## config.mk

```make
export PLATFORM = sky130hd
export DESIGN_NAME = cpu_trace_buffer
export DESIGN_NICKNAME = d
export VERILOG_FILES = /design/src/rtl/cpu_trace_pkg.sv /design/src/rtl/trace_fifo.sv /design/src/rtl/cpu_trace_buffer.sv
export SDC_FILE = /design/constraint.sdc
export NUM_CORES = 1
export LEC_CHECK = 0
export CAP_MARGIN = 20
export CORE_MARGIN = 8
export CORE_UTILIZATION = 45
export CTS_CLUSTER_DIAMETER = 200
export DETAILED_ROUTE_END_ITERATION = 12
export DONT_BUFFER_PORTS = 1
export GPL_ROUTABILITY_DRIVEN = 0
export PLACE_DENSITY = 0.69
export SLEW_MARGIN = 40
export SYNTH_ARGS = -nofsm -noshare
export SYNTH_HDL_FRONTEND = slang
export SYNTH_SLANG_ARGS = --single-unit
```

## constraint.sdc

```tcl
create_clock -name clk -period 7.95 [get_ports clk]
set_clock_uncertainty 0.2 [all_clocks]
set_input_delay 0 -clock clk [delete_from_list [all_inputs] [get_ports clk]]
set_output_delay 0 -clock clk [all_outputs]
set_load 0.01 [all_outputs]
```

## src/rtl/cpu_trace_pkg.sv

```systemverilog
// Shared types and width helpers for the CPU execution-trace recorder.
// A trace entry is packed as {cycle, pc, regs}, with the cycle stamp in the MSBs.
package cpu_trace_pkg;

    typedef enum logic [0:0] {
        ST_RUN    = 1'b0,
        ST_HALTED = 1'b1
    } halt_state_t;

    // Ceiling log2, usable in constant expressions (clog2(1) = 0).
    function automatic int clog2(input int value);
        int result;
        result = 0;
        while ((1 << result) < value) begin
            result++;
        end
        return result;
    endfunction

    function automatic int entry_w(input int cyc_w, input int pc_w,
                                   input int nch, input int data_w);
        return cyc_w + pc_w + nch * data_w;
    endfunction

    function automatic int pc_lsb(input int nch, input int data_w);
        return nch * data_w;
    endfunction

    function automatic int cyc_lsb(input int pc_w, input int nch, input int data_w);
        return pc_w + nch * data_w;
    endfunction

endpackage

```

## src/rtl/trace_fifo.sv

```systemverilog
// Generic synchronous first-word-fall-through FIFO.
// The pointers carry one extra wrap bit, and the occupancy count is held in a register.
module trace_fifo
    import cpu_trace_pkg::*;
#(
    parameter int WIDTH = 8,
    parameter int DEPTH = 16
) (
    input  logic                          clk,
    input  logic                          i_rst,
    input  logic                          i_push,
    input  logic [WIDTH-1:0]              i_wdata,
    input  logic                          i_ready,
    output logic                          o_valid,
    output logic [WIDTH-1:0]              o_rdata,
    output logic [clog2(DEPTH+1)-1:0]     o_count,
    output logic                          o_full,
    output logic                          o_pop
);
    localparam int AW = clog2(DEPTH);
    localparam int CW = clog2(DEPTH + 1);

    logic [WIDTH-1:0] r_mem [DEPTH];
    logic [AW:0]      r_wr_ptr;
    logic [AW:0]      r_rd_ptr;
    logic [CW-1:0]    r_count;

    logic w_empty;
    logic w_full;
    logic w_pop;
    logic w_wr;

    assign w_empty = (r_wr_ptr == r_rd_ptr);
    assign w_full  = (r_wr_ptr[AW] != r_rd_ptr[AW]) &&
                     (r_wr_ptr[AW-1:0] == r_rd_ptr[AW-1:0]);
    assign w_pop   = i_ready && !w_empty;
    // A full FIFO still accepts a push when the head leaves on the same edge.
    assign w_wr    = i_push && (!w_full || w_pop);

    always_ff @(posedge clk) begin
        if (!i_rst && w_wr) begin
            r_mem[r_wr_ptr[AW-1:0]] <= i_wdata;
        end
    end

    always_ff @(posedge clk) begin
        if (i_rst) begin
            r_wr_ptr <= '0;
            r_rd_ptr <= '0;
            r_count  <= '0;
        end else begin
            if (w_wr) begin
                r_wr_ptr <= r_wr_ptr + (AW+1)'(1);
            end
            if (w_pop) begin
                r_rd_ptr <= r_rd_ptr + (AW+1)'(1);
            end
            case ({w_wr, w_pop})
                2'b10:   r_count <= r_count + CW'(1);
                2'b01:   r_count <= r_count - CW'(1);
                default: r_count <= r_count;
            endcase
        end
    end

    assign o_valid = !w_empty;
    assign o_rdata = w_empty ? '0 : r_mem[r_rd_ptr[AW-1:0]];
    assign o_count = r_count;
    assign o_full  = w_full;
    assign o_pop   = w_pop;

endmodule

```

## src/rtl/cpu_trace_buffer.sv

```systemverilog
// Execution-trace recorder: stores a timestamped {pc, regs} entry whenever the
// sampled core state changes, and flags a core whose PC stays stuck.
module cpu_trace_buffer
    import cpu_trace_pkg::*;
#(
    parameter int PC_W        = 16,
    parameter int DATA_W      = 16,
    parameter int NCH         = 1,
    parameter int DEPTH       = 16,
    parameter int HALT_CYCLES = 4,
    parameter int CYC_W       = 16
) (
    input  logic                          clk,
    input  logic                          rst,
    input  logic                          en,
    input  logic [PC_W-1:0]               pc,
    input  logic [NCH*DATA_W-1:0]         regs,
    output logic                          out_valid,
    input  logic                          out_ready,
    output logic [CYC_W-1:0]              out_cycle,
    output logic [PC_W-1:0]               out_pc,
    output logic [NCH*DATA_W-1:0]         out_regs,
    output logic [$clog2(DEPTH+1)-1:0]    count,
    output logic                          overflow,
    output logic                          halted
);
    localparam int RW    = NCH * DATA_W;
    localparam int EW    = entry_w(CYC_W, PC_W, NCH, DATA_W);
    localparam int PC_LO = pc_lsb(NCH, DATA_W);
    localparam int CY_LO = cyc_lsb(PC_W, NCH, DATA_W);
    localparam int SW    = clog2(HALT_CYCLES + 1);

    logic [CYC_W-1:0] r_cyc;
    logic [PC_W-1:0]  r_pc_q;
    logic [RW-1:0]    r_regs_q;
    logic             r_have_prev;
    logic             r_overflow;
    logic [SW-1:0]    r_stall_cnt;
    halt_state_t      r_state;
    logic             r_halted;

    logic             w_pc_same;
    logic             w_changed;
    logic             w_capture;
    logic [EW-1:0]    w_entry;
    logic [EW-1:0]    w_head;
    logic             w_full;
    logic             w_pop;
    logic             w_drop;

    assign w_pc_same = (pc == r_pc_q);
    assign w_changed = !r_have_prev || !w_pc_same || (regs != r_regs_q);
    assign w_capture = en && !r_halted && w_changed;
    assign w_entry   = {r_cyc, pc, regs};
    assign w_drop    = w_capture && w_full && !w_pop;

    always_ff @(posedge clk) begin
        if (rst) begin
            r_cyc       <= '0;
            r_pc_q      <= '0;
            r_regs_q    <= '0;
            r_have_prev <= 1'b0;
            r_overflow  <= 1'b0;
        end else begin
            r_cyc <= r_cyc + CYC_W'(1);
            if (en) begin
                r_pc_q      <= pc;
                r_regs_q    <= regs;
                r_have_prev <= 1'b1;
            end
            if (w_drop) begin
                r_overflow <= 1'b1;
            end
        end
    end

    // Halt FSM: the transition fires on the comparison that brings stall_cnt to HALT_CYCLES.
    always_ff @(posedge clk) begin
        if (rst) begin
            r_state     <= ST_RUN;
            r_halted    <= 1'b0;
            r_stall_cnt <= '0;
        end else if (en) begin
            if (r_have_prev && w_pc_same) begin
                if (r_stall_cnt != SW'(HALT_CYCLES)) begin
                    r_stall_cnt <= r_stall_cnt + SW'(1);
                end
                if (r_state == ST_RUN && r_stall_cnt == SW'(HALT_CYCLES - 1)) begin
                    r_state  <= ST_HALTED;
                    r_halted <= 1'b1;
                end
            end else if (!w_pc_same) begin
                r_stall_cnt <= '0;
            end
        end
    end

    trace_fifo #(
        .WIDTH (EW),
        .DEPTH (DEPTH)
    ) u_fifo (
        .clk     (clk),
        .i_rst   (rst),
        .i_push  (w_capture),
        .i_wdata (w_entry),
        .i_ready (out_ready),
        .o_valid (out_valid),
        .o_rdata (w_head),
        .o_count (count),
        .o_full  (w_full),
        .o_pop   (w_pop)
    );

    assign out_cycle = w_head[CY_LO +: CYC_W];
    assign out_pc    = w_head[PC_LO +: PC_W];
    assign out_regs  = w_head[0 +: RW];
    assign overflow  = r_overflow;
    assign halted    = r_halted;

endmodule

```

# After elaboration in Yosys (flattened, before gate mapping)
# Memories as Yosys holds them, arrays and structs flattened. A register that Yosys moved wholly into a read port is not among the register bits.
# Cells that the tools add are included.
[totals]
ff_bits = 69
ram_bits = 768
in_bits = 36
output_inout_bits = 56
elab_cells = 61
memories = 1
[memory_table]
columns = ["memory", "words", "word_bits", "read_ports", "rd_clocked_by_memory_dff", "write_ports", "line", "source"]
rows = [
  ["u_fifo.r_mem", 16, 48, 1, 1, 1, "trace_fifo.sv:23", "logic [WIDTH-1:0] r_mem [DEPTH];"],
]
[op_classes]
addsub = 6
eq_ne = 11
muxes = 9
n_bitwise = 1
reduce_logical = 23
[op_table]
columns = ["operator", "n"]
rows = [
  ["48-bit 2-to-1 mux", 1],
  ["16-bit by 1-bit adder with 16-bit output, second input constant", 1],
  ["16-bit == test", 1],
  ["16-bit inequality test", 1],
  ["5-bit by 1-bit adder with 5-bit output, second input constant", 3],
  ["1-bit logical AND", 10],
  ["5-bit one-hot mux with 2 select lines", 1],
  ["3-bit 2-to-1 mux", 3],
  ["4-bit 2-to-1 mux", 2],
  ["1-bit zero test", 7],
  ["3-bit AND reduction", 2],
  ["5-bit == test", 1],
  ["5-bit by 1-bit subtractor with 5-bit output, second input constant", 1],
  ["4-bit == test", 1],
  ["2-bit by 1-bit inequality test with 1-bit output, second input constant", 2],
  ["3-bit by 1-bit adder with 3-bit output, second input constant", 1],
  ["3-bit by 2-bit == test with 1-bit output, second input constant", 1],
  ["1-bit logical OR", 3],
  ["3-bit inequality test, second input constant", 1],
  ["2-bit by 1-bit == test with 1-bit output, second input constant", 1],
  ["2-bit == test, second input constant", 1],
  ["1-bit 2-to-1 mux", 2],
  ["2-bit nonzero test", 1],
  ["1-bit inequality test", 1],
  ["1-bit inverter", 1],
]

# Logic depth before layout (Yosys ltp)
# Gate-level depths: netlist of run 1.
[depth]
depth_word = 9
mapped_depth = 13
depth_no_buf = 12

# By module
# A second synthesis of run 1 with hierarchy kept.
[hier_totals]
hier_cells = 1619
hier_area_um2 = 32864.0
[modules_own_cells]
columns = ["module", "n_inst", "cells_per_inst", "area_per_inst_um2", "seq_area_each_um2"]
rows = [
  ["trace_fifo", 1, 1361, 30405.4, 23442.5],
  ["cpu_trace_buffer", 1, 258, 2458.6, 1081.0],
]

# Worst setup path before layout of run 1
# No wires, ideal clock.
[synth_timing]
path_kind = "register to register"
startpoint = "register u_fifo.r_wr_ptr[2]"
endpoint = "memory u_fifo.r_mem[1][0] in the netlist's numbering (enable)"
setup_ps = 573
t_arrival_ps = 5828
required_time_ps = 7177
setup_slack_ps = 1349
stages_incl_launch_ff = 8
path_buffers = 2
synth_period_minus_slack_ps = 6601
path_cell_list = "dfxtp_1 > buf_2 > xnor2_1 > nand4_1 > o311ai_1 > a31o_4 > buf_4 > nor4_1"
[synth_between]
elab_chain_cells = 8
word_cells_on_any_way = 11
classes_between = "eq/ne (2); mux (2); reduce/logical (7)"
[synth_lines]
columns = ["element", "line", "source"]
rows = [
  ["from (decl)", "trace_fifo.sv:24", "logic [AW:0] r_wr_ptr;"],
  ["from (signal assigned)", "trace_fifo.sv:53", "r_wr_ptr <= r_wr_ptr + (AW+1)'(1);"],
  ["5-bit == test or 4-bit == test (tied branches)", "trace_fifo.sv:33, trace_fifo.sv:35", ""],
  ["1-bit zero test or 1-bit logical AND (tied branches)", "trace_fifo.sv:36, trace_fifo.sv:34", ""],
  ["1-bit logical AND or 1-bit zero test (tied branches)", "trace_fifo.sv:36, trace_fifo.sv:38", ""],
  ["1-bit logical OR", "trace_fifo.sv:38", "assign w_wr = i_push && (!w_full || w_pop);"],
  ["1-bit logical AND", "trace_fifo.sv:38", ""],
  ["1-bit logical AND", "trace_fifo.sv:41", "if (!i_rst && w_wr) begin"],
  ["1-bit 2-to-1 mux", "trace_fifo.sv:41", ""],
  ["1-bit 2-to-1 mux (not written as such)", "trace_fifo.sv:42", "r_mem[r_wr_ptr[AW-1:0]] <= i_wdata;"],
  ["to (decl)", "trace_fifo.sv:23", ""],
]
# Parallel ways exist; a longest one is shown, timed or not.

==> results of run 1 <==
kinds of logic after synthesis:
group / Yosys count / synth area share
XOR/XNOR: 56 / 0.01497
AO/OA/AOI/OAI: 126 / 0.02822
AND/OR/NAND/NOR: 189 / 0.03074
adder cells (fa/ha/maj): 13 / 0.005194
buffers and inverters: 103 / 0.01428
multiplexers: 276 / 0.1580
flip-flops: 841 / 0.7485
metal layers:
| metal | vias up | GRT usage |
|---|---|---|
| met3 | 77 | 0.03094 |
| met2 | 439 | 0.2876 |
| met1 | 8322 | 0.2317 |
| li1 | 6771 | - |
| met5 | - | 0 |
| met4 | 0 | 0.04386 |
area by class of cell:
class | count | share of cell area
flip-flops and latches | 841 | 0.6581
clock buffers | 123 | 0.06268
repair buffers | 95 | 0.02631
multi-input cells | 660 | 0.2122
clock inverters | 28 | 0.007282
well taps | 959 | 0.03218
inverters | 12 | 0.001208
worst min-delay path, delay by kind of cell:
kind / cells / cell delay, ns
xor+xnor: 2 / 0.24
simple gates: 3 / 0.22
compound gates: 1 / 0.36
state kept, by name, indices dropped and copies added, names as in the netlist, named ones only:
name	count
u_fifo.r_mem	768
halted	1
r_cyc	16
r_regs_q	16
r_stall_cnt	3
overflow	1
r_have_prev	1
r_pc_q	16
u_fifo.r_wr_ptr	5
u_fifo.o_count	5
u_fifo.r_rd_ptr	5
cell usage in the layout, fill, tap and decap left out, types with 13 or more instances in the layout:
master,count
dlygate4sd3_1,52
nand2_1,13
nor2b_1,49
edfxtp_1,768
mux4_2,192
mux2i_1,83
xnor2_1,31
xor2_1,25
clkbuf_1,29
nor2_1,61
a21oi_1,14
buf_4,31
dfxtp_1,69
clkbuf_16,83
a211oi_1,88
metrics by stage:
stage               total power, uW  hold slack (ns)
floorplan                      5867          -0.1011
global placement               6079          -0.1184
detailed placement             6116          -0.1180
CTS                            9929          0.01455
global route                  10170           0.1021
finish                         9830          0.04792
worst max-delay path by stage:
stage                                                from                             to  slack, ns  depth (start not counted)
after floorplan           u_fifo.r_wr_ptr[2]$_SDFFE_PP0P_   u_fifo.r_mem[1][0]$_DFFE_PP_       1.35                          7
after global placement                               flop                   out_cycle[0]       4.27                          5
final                                                flop                   out_regs[13]       4.10                          6
after detailed placement  u_fifo.r_wr_ptr[2]$_SDFFE_PP0P_  u_fifo.r_mem[3][38]$_DFFE_PP_       4.33                          6
after CTS                                            flop                    out_regs[8]       3.88                          6
after global routing                                 flop                    out_regs[7]       3.87                          6
repair_timing:
item	in CTS	in global routing
buffers inserted	0	0
hold endpoints to repair	731	0
hold buffers	54	0
gates resized for setup	0	0
synth_stat cells (all sizes together):
library cell  instances
nand3                 7
a311oi                1
o21a                  1
a31o                  1
xnor2                31
a21oi                14
nor3b                 1
nand2                13
dfxtp                73
nor4                  9
clkbuf               55
inv                  12
fa                    1
ha                   12
o311ai                1
edfxtp              768
and4                  1
mux2i                84
buf                  36
and2                  1
nand2b                6
mux4                192
nor2b                50
or3                   9
a41oi                 1
nor2                 62
a211oi               97
xor2                 25
nand4                12
a21o                  3
o21ai                 7
nor3                 18
power groups by stage:
stage                     logic [uW]  registers [uW]  clock network, uW
after detailed placement        1100            5020                  0
final                           1160            4920               3750
after CTS                       1180            4920               3830
after global placement          1040            5040                  0
after floorplan                  886            4980                  0
after global routing            1250            4930               3990
==> out/metrics.yaml, run 1 <==
run_status:
  outcome: "finished, final reports clean"
critical_path:
  cp_slowest_cell: "buf_4"
  r2r-end: "u_fifo.r_mem[2][37]$_DFFE_PP_"
  endpoint_kind: "output port"
  r2r_start: "u_fifo.r_wr_ptr[2]$_SDFFE_PP0P_"
  worstPathArrival_ns: 3.65
  path_buf_inv: 2
  worstSetupPathType: "reg2out"
  cp_data_required_time_ns: 7.75
  crit_path_cell_trace: "buf_4 > buf_4 > mux4_2 > nor2b_1 > a211oi_1 > a211oi_1"
  startpoint_type: "flop"
  slowest_delay_ns: 0.68
  critPathTopFamily: "buffers and inverters"
  worstRegToRegCells: 6
  path_max_fanout: 43
  rrSetupSlack_ns: 4.35
floorplanning:
  start_util: 0.4521
  fp.dieW_um: 285.8
  placementRows: 99
  io_pins: 92
  die_h_um: 285.8
  die_area_um2: 81690
  fp.coreArea_um2: 72460
clock_tree:
  insertion_delay_ns: 0.62
  cts_buffer_depth: 3
  ctsHtreeMaxLevel: 3
  numCtsBuffers: 81
  cts_tree: "built"
  clk_pin_slew_worst_paths_ns: 0.06
  cts_sinks: 841
  root_buffer: "clkbuf_16"
drt:
  initialDrtViolationCount: 1274
  wl_um: 70190
  ant_nets: 0
  dr_wl_met2_um: 35360
  drc_errors: 0
  route.met3.wl_um: 3910
  dr.pass1.iters: 5
  vias: 15610
  m1WireLength_um: 29780
  top_layer_used: "met4"
  drt-wirelength-per-cell_um: 25.83
  viasPerCell: 5.743
layout:
  fin_area_um2: 37290
  drive_gt1_frac: 0.2194
  final_nets: 1740
  syn2layout_area_growth_pct: 13.81
  seq_area_um2: 24540
  num_antenna_cells: 0
  fin_util: 0.5146
  multiInputGateArea_um2: 7914
  nFillCells: 5583
  finalNonFillerCells: 2718
yosys:
  netlist.area_leader.share: 0.7039
  synth_cell_type_count: 41
  synthCells: 1604
  synth_sequential_area_ratio: 0.7485
  synth_area_leaders: "edfxtp_1 (70%), mux4_2 (13%), dfxtp_1 (4.5%)"
  yosysWarnings: 0
  ys_seq_elements: 841
  syn-num-nets: 1653
  syn_area_um2: 32760
  syn_avg_cell_area_um2: 20.42
  synth_top_area_cell: "edfxtp_1"
power:
  netSwitchingFraction: 0.2296
  p_clk_frac: 0.382
  peakVddDrop_uv: 177.5
  internal_power_uw: 7573
  combPwrFrac: 0.118
  power_density_nw_per_um2: 263.6
  seqPwrFrac: 0.501
  p_leak_uw: 0.01146
  switchingPower_uw: 2257
sta:
  fin_tns_setup_ns: 0
  slew_viol_final: 0
  setup_viol: 0
  worstMarginPinSlew_ns: 0.8355
  hold_viol: 0
  rsz0062_at_grt: "no"
  fin_crit_ns: 3.853
  setup_ws_ns: 4.097
  max_slew_margin: 0.4430
  timing.final.crit_share: 0.4847
  timing.fmax_mhz: 259.5
global_routing:
  overflow: 0
  antenna_found_initial: 0
  grt_pass1_vias: 16490
  grt_max_degree: 75
  grtUsageTotal: 0.1713
  grt_pass1_wl_um: 106100
placed_design:
  io_buffers: 0
  dp_hpwl_um: 36830
  place_ws_ns: 4.332
  placed_cells_incl_taps: 2511
  postPlaceCellArea_um2: 34040
job:
  maxCapViolCount: 0
hold_path:
  worstHoldStart: "regs[0]"
  hold_end: "u_fifo.r_wr_ptr[0]$_SDFFE_PP0P_"
  holdCritPathClass: "in2reg"
  hold_depth: 6
Power figures use the tool's default switching activity.
==> inputs of run 2 (changes only) <==
==> constraint.sdc (replaced) <==
create_clock -name clk -period 3.9 [get_ports clk]
set_clock_uncertainty 0.2 [all_clocks]
set_input_delay 0 -clock clk [delete_from_list [all_inputs] [get_ports clk]]
set_output_delay 0 -clock clk [all_outputs]
set_load 0.01 [all_outputs]
==> out/metrics.yaml, run 2 (synthesis gave the netlist of run 1 again) <==
critical_path:
  path_buf_inv: 1  # -1
  rrSetupSlack_ns: 0.18  # -4.17 ns
  worstSetupPathType: "reg2reg"
  worst-path-stages: 12  # +6
  cp_common_cell: "nor3_1"
  slowest_delay_ns: 0.61  # -0.07 ns
  worstRegToRegCells: 12  # +6
  crit_path_cell_trace: "xor2_1 > nor4_2 > dlygate4sd3_1 > and4_4 > a311oi_4 > nor2_1 > ha_1 > a21o_1 > a21o_1 > nor3_1 > nor3_1 > nor3_1"
  r2r_start: "r_pc_q[8]$_SDFFE_PP0P_"
  path_max_fanout: 4  # -91%
  critPathLaunch: "r_pc_q[8]$_SDFFE_PP0P_"
  startpoint_type: "flop"
  endpoint_kind: "flop"
  worstPathArrival_ns: 4.06  # +0.41 ns
  cp_slowest_cell: "dlygate4sd3_1"
  setup.worst_path.end: "u_fifo.o_count[4]$_SDFFE_PP0P_"
  r2r-end: "u_fifo.o_count[4]$_SDFFE_PP0P_"
  critPathTopFamily: "simple AND/OR/NAND/NOR gates"
  cp_data_required_time_ns: 4.24  # -3.51 ns
sta:
  hold_viol: 0  # unchanged
  slew_viol_final: 0  # unchanged
  timing.final.crit_share: 0.9539
  setup_viol: 0  # unchanged
  fin_crit_ns: 3.720
  whs_ns: 0.04717  # -0.0007519 ns
  timing.fmax_mhz: 268.8
  worstMarginPinSlew_ns: 0.8805  # +0.04494 ns
  rsz0062_at_grt: "no"
  max_slew_margin: 0.4130  # -0.02996
hold_path:
  hold_depth: 6  # unchanged
  worstHoldStart: "regs[8]"
  holdCritPathClass: "in2reg"
drt:
  wl_um: 70560  # +0.52%
  ant_nets: 0  # unchanged
  initialDrtViolationCount: 1428  # +12%
  viasPerCell: 5.750  # +0.13%
  dr.pass1.iters: 5  # unchanged
  drc_errors: 0  # unchanged
  drt-wirelength-per-cell_um: 25.57  # -0.98%
  vias: 15870  # +1.6%
global_routing:
  grt_max_degree: 75  # unchanged
  antenna_found_initial: 5  # +5
  grt_pass1_vias: 16820  # +2.0%
  grtUsageTotal: 0.1721  # +0.0008152
  overflow: 0  # unchanged
  grt_pass1_wl_um: 106200  # +0.12%
placed_design:
  io_buffers: 0  # unchanged
  placed_cells_incl_taps: 2524  # +0.52%
  dp_hpwl_um: 36380  # -1.2%
layout:
  largest_reg_flops: 768  # unchanged
  syn2layout_area_growth_pct: 15.76
  final_nets: 1773  # +1.9%
  drive_gt1_frac: 0.2290  # +0.009526
  seq_area_um2: 24540  # unchanged
  multiInputGateArea_um2: 7910  # about the same
  fin_util: 0.5234  # +0.008789
  final_cell_mix: "edfxtp_1 (768), mux4_2 (192), a211oi_1 (94)"
  nFillCells: 5480  # -1.8%
  finalNonFillerCells: 2759  # +1.5%
  layout_commonest_cell: "edfxtp_1"
clock_tree:
  cts-hold-fix-buffers: 71  # +31%
  cts_setup_buffers: 0  # unchanged
  ctsHtreeMaxLevel: 3  # unchanged
  cts_tree: "built"
  clk_pin_slew_worst_paths_ns: 0.06  # about the same
  root_buffer: "clkbuf_16"
  cts_buffer_depth: 3  # unchanged
  numCtsBuffers: 86  # +6.2%
  cts_resized: 0  # unchanged
  cts_sinks: 841  # unchanged
  insertion_delay_ns: 0.63  # about the same
floorplanning:
  fp.dieW_um: 285.8  # unchanged
  io_pins: 92  # unchanged
  die_area_um2: 81690  # unchanged
  fp.coreArea_um2: 72460  # unchanged
  placementRows: 99  # unchanged
  die_h_um: 285.8  # unchanged
  start_util: 0.4521  # unchanged
power:
  peakVddDrop_uv: 286.6  # +61%
  power_density_nw_per_um2: 540.2  # +100%
  p_leak_uw: 0.01173  # +2.3%
run_status:
  outcome: "finished, final reports clean"
job:
  maxCapViolCount: 0  # unchanged
run 2: cell types whose count changed in the layout (fill, tap and decap cells not counted), moves of 5 or more:
cell | previous run | this run
a211oi_1 | 88 | 94
a211oi_2 | 9 | 3
diode_2 | 0 | 5
clkinvlp_4 | 0 | 5
buf_12 | 5 | 23
clkinv_2 | 8 | 15
dlygate4sd3_1 | 52 | 69
clkbuf_1 | 29 | 17
run 2: layout make-up:
cell class              count  share of cell area
diodes                      5           0.0003299
clock buffers             116             0.06344
clock inverters            43             0.01003
inverters                  12            0.001188
multi-input cells         660              0.2086
flip-flops and latches    841              0.6470
well taps                 959             0.03164
repair buffers            123             0.03774
run 2: power by group:
| part | switching, uW | internal [uW] | leakage (uW) |
|---|---|---|---|
| combinational | 1260 | 1180 | 0.00278 |
| clock | 3340 | 4670 | 0.00136 |
| sequential | 134 | 9900 | 0.00759 |
run 2: through the flow:
stage	area, um2	worst slack, ns	setup TNS (ns)	total power (uW)
after floorplan	32790	-1.410	-948.43	11960
after global placement	34240	0.7347	0	12500
after detailed placement	34390	0.5997	0	12550
after CTS	37910	0.2910	0	20690
after global routing	37910	0.03690	0	21190
final	37920	0.1798	0	20490
run 2: routing by layer:
metal	track usage	part of all wire	vias up
met5	0	0	-
met4	0.05069	0.021	0
met3	0.03308	0.058	94
met2	0.2837	0.49	465
met1	0.2333	0.43	8443
li1	-	-	6863
run 2: worst min-delay path, cell delays in order:
cell and delay (ns):
xnor2_1 0.04, nand4_1 0.12, nor4_4 0.07, a311oi_4 0.41, a21oi_1 0.12, nor2_1 0.08
run 2: how the worst min path moves through the flow:
stage                                     end  slack, ns
2_1_floorplan    u_fifo.r_mem[0][0]$_DFFE_PP_      -0.10
3_3_place_gp                             flop      -0.12
3_5_place_dp   u_fifo.o_count[0]$_SDFFE_PP0P_      -0.12
4_1_cts                 overflow$_SDFFE_PP0P_       0.02
5_1_grt                 overflow$_SDFFE_PP0P_       0.08
6_report                overflow$_SDFFE_PP0P_       0.05
